[config.mk]
export PLATFORM = sky130hd
export DESIGN_NAME = cbd_sampler
export DESIGN_NICKNAME = d
export VERILOG_FILES = /design/src/rtl/cbd_sampler.sv
export SDC_FILE = /design/constraint.sdc
export NUM_CORES = 2
export LEC_CHECK = 0
export CELL_PAD_IN_SITES_DETAIL_PLACEMENT = 0
export CELL_PAD_IN_SITES_GLOBAL_PLACEMENT = 2
export CORE_AREA = 5 5 407 409
export CTS_CLUSTER_SIZE = 14
export DETAILED_ROUTE_END_ITERATION = 8
export DIE_AREA = 0 0 412 414
export PLACE_DENSITY_LB_ADDON = 0.1
export SLEW_MARGIN = 20
export SYNTH_ARGS = -nofsm -noshare
export SYNTH_HDL_FRONTEND = slang
export SYNTH_SLANG_ARGS = --single-unit
[constraint.sdc]
create_clock -name clk -period 62.6 [get_ports clk]
set_input_delay 12.52 -clock clk [delete_from_list [all_inputs] [get_ports clk]]
set_output_delay 12.52 -clock clk [all_outputs]
set_load 0.05 [all_outputs]
[src/rtl/cbd_sampler.sv]
// cbd_sampler: centered binomial sampler (eta=2) for the Kyber768 encapsulation path.
// Takes the 1024-bit SHAKE256 PRF string once the XOF reports done. It then streams
// N coefficients, reduced mod Q, over a valid/ready interface.
//
// Ports:
//   clk, rst     system clock, asynchronous active-high reset
//   start        request one polynomial (pulse or level); ignored while busy
//   prf_in       PRF output string, bit i of the stream = prf_in[i]
//   prf_valid    PRF done flag; prf_in stable while high
//   coeff_out    current coefficient in [0, Q-1]
//   coeff_idx    index of coeff_out
//   coeff_valid  coeff_out/coeff_idx valid
//   coeff_ready  downstream accepts when high together with coeff_valid
//   busy         high while waiting for the PRF or emitting
//   done         high once the whole polynomial has been transferred
module cbd_sampler #(
  parameter int Q    = 3329,
  parameter int N    = 256,
  parameter int IN_W = 1024
) (
  input  logic            clk,
  input  logic            rst,
  input  logic            start,
  input  logic [IN_W-1:0] prf_in,
  input  logic            prf_valid,
  output logic [11:0]     coeff_out,
  output logic [7:0]      coeff_idx,
  output logic            coeff_valid,
  input  logic            coeff_ready,
  output logic            busy,
  output logic            done
);

  typedef enum logic [1:0] {
    IDLE = 2'd0,
    ARM  = 2'd1,
    EMIT = 2'd2,
    DONE = 2'd3
  } state_t;

  localparam logic [7:0]  LAST_IDX = 8'(N - 1);
  localparam logic [11:0] Q12      = 12'(Q);

  state_t          state;
  logic [IN_W-1:0] pbuf;

  // a = b0+b1, b = b2+b3. A negative difference maps to Q-|d| with a single subtract.
  function automatic logic [11:0] cbd_map(input logic [3:0] nib);
    logic [1:0] a;
    logic [1:0] b;
    a = {1'b0, nib[0]} + {1'b0, nib[1]};
    b = {1'b0, nib[2]} + {1'b0, nib[3]};
    if (a >= b) cbd_map = {10'd0, a - b};
    else        cbd_map = Q12 - {10'd0, b - a};
  endfunction

  // The buffer shifts down one nibble per transfer, so the next coefficient is always
  // taken from pbuf[7:4]. This replaces a 256-way mux with a fixed tap.
  always_ff @(posedge clk or posedge rst) begin
    if (rst) begin
      state       <= IDLE;
      pbuf        <= '0;
      coeff_out   <= '0;
      coeff_idx   <= '0;
      coeff_valid <= 1'b0;
      busy        <= 1'b0;
      done        <= 1'b0;
    end else begin
      case (state)
        IDLE, DONE, ARM: begin
          if (state == ARM || start) begin
            busy <= 1'b1;
            done <= 1'b0;
            if (prf_valid) begin
              pbuf        <= prf_in;
              coeff_out   <= cbd_map(prf_in[3:0]);
              coeff_idx   <= '0;
              coeff_valid <= 1'b1;
              state       <= EMIT;
            end else begin
              state <= ARM;
            end
          end
        end
        EMIT: begin
          if (coeff_ready) begin
            if (coeff_idx == LAST_IDX) begin
              coeff_valid <= 1'b0;
              busy        <= 1'b0;
              done        <= 1'b1;
              state       <= DONE;
            end else begin
              coeff_idx <= coeff_idx + 8'd1;
              coeff_out <= cbd_map(pbuf[7:4]);
              pbuf      <= pbuf >> 4;
            end
          end
        end
        default: state <= IDLE;
      endcase
    end
  end

endmodule

==> metrics <==
CP Data Arrival Time=between 15 and 20 ns; clock latency on the worst-skew pair=0.73 ns; H-tree level count=4; skew final=0.0300 ns; fin util=0.428; Seq/Total Area, Yosys=0.491; Post-Place Worst Slack=approximately 44 ns; Post-CTS Setup Repair Bufs=0; cell depth of the worst flop-to-flop path=10; placed inst area=0.0646 sq mm; die width=412 microns; Top delay family on crit path=buffers and inverters; Slew @ Worst Pin=1.20 ns; die area=~0.17 sq mm; buffers added on ports=1050; origin of the worst min-delay path=pbuf[386]$_DFFE_PP0P_; count of pins over their slew limit=0; max-cap violations=0; Hold Path Depth=1; # setup viols final=0; Synth-to-Final Area Change=30.7%; top_reg_cell synth=dfrtp_1; Slew headroom=0.198; top-area cell type share of the netlist area=0.491; CP max stage cell=buf_4; hold buffers post-CTS=0; Hold Crit Endpoint=pbuf[386]$_DFFE_PP0P_; Die Y=414 microns; Most common cell on crit path=buf_4; CP Data Required Time=63.20 ns; worst-path cell chain=clkdlybuf4s50_1, a21bo_2, nand3_1, a22oi_2, buf_12, buf_4, buf_4, buf_4, buf_4, buf_4, mux2_4; IO Pins=about 1.1k; Final Cell Area=about 0.07 sq mm; Pre-Repair DR Iteration Count=5; Synth top cells by count=nand2_1, dfrtp_1, mux2_2, mux2_4, clkbuf_1; RR Endpoint=pbuf[610]$_DFFE_PP0P_; RSZ-0062 raised after global routing=false; DR WL/cell=21.2 microns; DP HPWL=133 mm; yosys warns=0; critical path launch point type=input port; CP peak stage delay=0.88 ns; final setup TNS=0 ns; Worst-path clk slew=around 0.06 ns; Crit Path Class=in2reg; Cell Area, Synth=between 0.05 and 0.06 sq mm; WL final=186 mm; initial antenna violation count=142; Hold Vio Cnt, Final=0; num rows=around 150; WHS=roughly 0.5 ns; Yosys cell types=42; Critical R2R Launch=state[1]$_DFFE_PP0P_; Root Driver=clkbuf_16; flops & latches, synth=about 1.0k; final net count=7493; R2R setup slack=approximately 56 ns; fmax=54.4 MHz; status=completed; Mapped Cells=around 5.6k; DR vias/cell=4.64; Lkg Pwr=33.9 nW; synthesized area per cell=9.51 sq um; Resized Gates After CTS=0; fin crit share=0.293; GR Util All Layers=0.211; vias in the first global route=~42k; worst min path class=reg2reg; crit path capture type=flip-flop; Worst Path Max Fanout=160; CTS tree=done; vias post-DR=40.7k; EDFF count, synth=0; top cells by area, synth=dfrtp_1, nand2_1, mux2_2; drt first-iter violations=2704; DRC=0; ys async rst share=1.00; power per cell area=between 50 and 60 mW/mm^2; share of cells above drive strength 1=0.195; count leader, synth=nand2_1; largest net degree at the start of global routing=about 200; gpl congestion=0.815; Initial Utilization=0.327; GR Overflow Total=0; Sink Count=a little over 1k; TritonCTS Buffers=between 100 and 150; core footprint=0.162 sq mm; global-route wire length before repair=274 mm; Clock Tree Buf Depth=3; VDD IR max=37.7 uV; Yosys top cell by area=dfrtp_1; Tmin final=18.37 ns; net count after synthesis=6607; buffer and inverter count on the worst path=7; Post-DRT Antenna Nets=0; Worst Setup Slack, final=44.23 ns
## cell families after synthesis
logic type,Yosys count,share of synthesized area
mux,1024,0.241
fa+ha+maj,13,0.00336
other cells,1,0.0000709
compound gates,28,0.00388
xor+xnor,3,0.000497
buf+inv,365,0.0395
simple gates,3093,0.221
flops,1038,0.491
## worst reg2reg max path, stage by stage, from the launching register on
cell and delay [ns]:
dfrtp_1 0.49, a21bo_2 0.31, nand3_1 0.13, a22oi_2 0.23
buf_12 0.65, buf_4 1.00, buf_4 0.88, buf_4 0.89
buf_4 0.86, buf_4 0.77, mux2_4 0.37
## worst max path at each step
stage / from / endpoint / slack, ns / depth (start not counted)
3_5_place_dp: start / pbuf[610]$_DFFE_PP0P_ / 43.52 / 11
3_3_place_gp: start / pbuf[665]$_DFFE_PP0P_ / 43.47 / 11
4_1_cts: start / pbuf[610]$_DFFE_PP0P_ / 44.30 / 11
5_1_grt: start / pbuf[610]$_DFFE_PP0P_ / 44.02 / 11
6_report: start / pbuf[610]$_DFFE_PP0P_ / 44.23 / 11
2_1_floorplan: rst / busy$_DFFE_PP0P_ / 20.87 / 1
## sequential cells by signal, indices dropped and copies added (netlist names)
signal,cells
pbuf,1020
busy,1
state,2
coeff_idx,8
done,1
coeff_valid,1
coeff_out,5
## report_power, final
group	internal, W	leakage [nW]	switching (W)
Clock	0.000463	2.16	0.000306
Combinational	0.000829	19.0	0.000839
Sequential	0.00102	12.7	0.000172
Total	0.00231	33.9	0.00132
## cells in the final DEF (no fill, tap or decap), drive strengths merged
cell type         n
nand2          3055
clkdlybuf4s50  1050
dfrtp          1038
mux2           1020
clkbuf          201
buf              52
diode            51
inv              24
clkinv           15
ha               11
nor2             10
and3              9
a21oi             6
a22o              6
nand3             5
o21ai             5
bufinv            5
mux2i             4
nor3              4
nor2b             4
nand3b            2
xnor2             2
a211o             2
fa                2
nand2b            1
or2               1
a21bo             1
a22oi             1
a2bb2oi           1
a21o              1
and4              1
xor2              1
a211oi            1
o32ai             1
o22ai             1
a311oi            1
nor4              1
a221o             1
conb              1
## routing by layer
layer  GRT usage  part of all wire  vias to the layer above
met2       0.356              0.48                      949
met1       0.264              0.42                    19826
li1            -                 -                    19547
met3      0.0612             0.069                      355
met5           0            0.0025                        -
met4      0.0568             0.026                       70
## stage by stage
| step | std cells | total power (W) |
|---|---|---|
| floorplan | 5565 | 0.00253 |
| global placement | 8492 | 0.00287 |
| detailed placement | 8492 | 0.00290 |
| CTS | 8721 | 0.00369 |
| global route | 8743 | 0.00392 |
| finish | 8773 | 0.00363 |
## cell type report
| type | count | area (sq um) |
|---|---|---|
| Inverter | 16 | 67.6 |
| Sequential cell | 1038 | 26000 |
| Tap cell | 2175 | 2720 |
| Multi-Input combinational cell | 4162 | 24900 |
| Clock buffer | 201 | 4030 |
| Fill cell | 16061 | 92500 |
| Antenna cell | 51 | 128 |
| Timing Repair Buffer | 1102 | 11000 |
| Clock inverter | 28 | 340 |
Note: power is estimated with default switching activity, not from simulation.
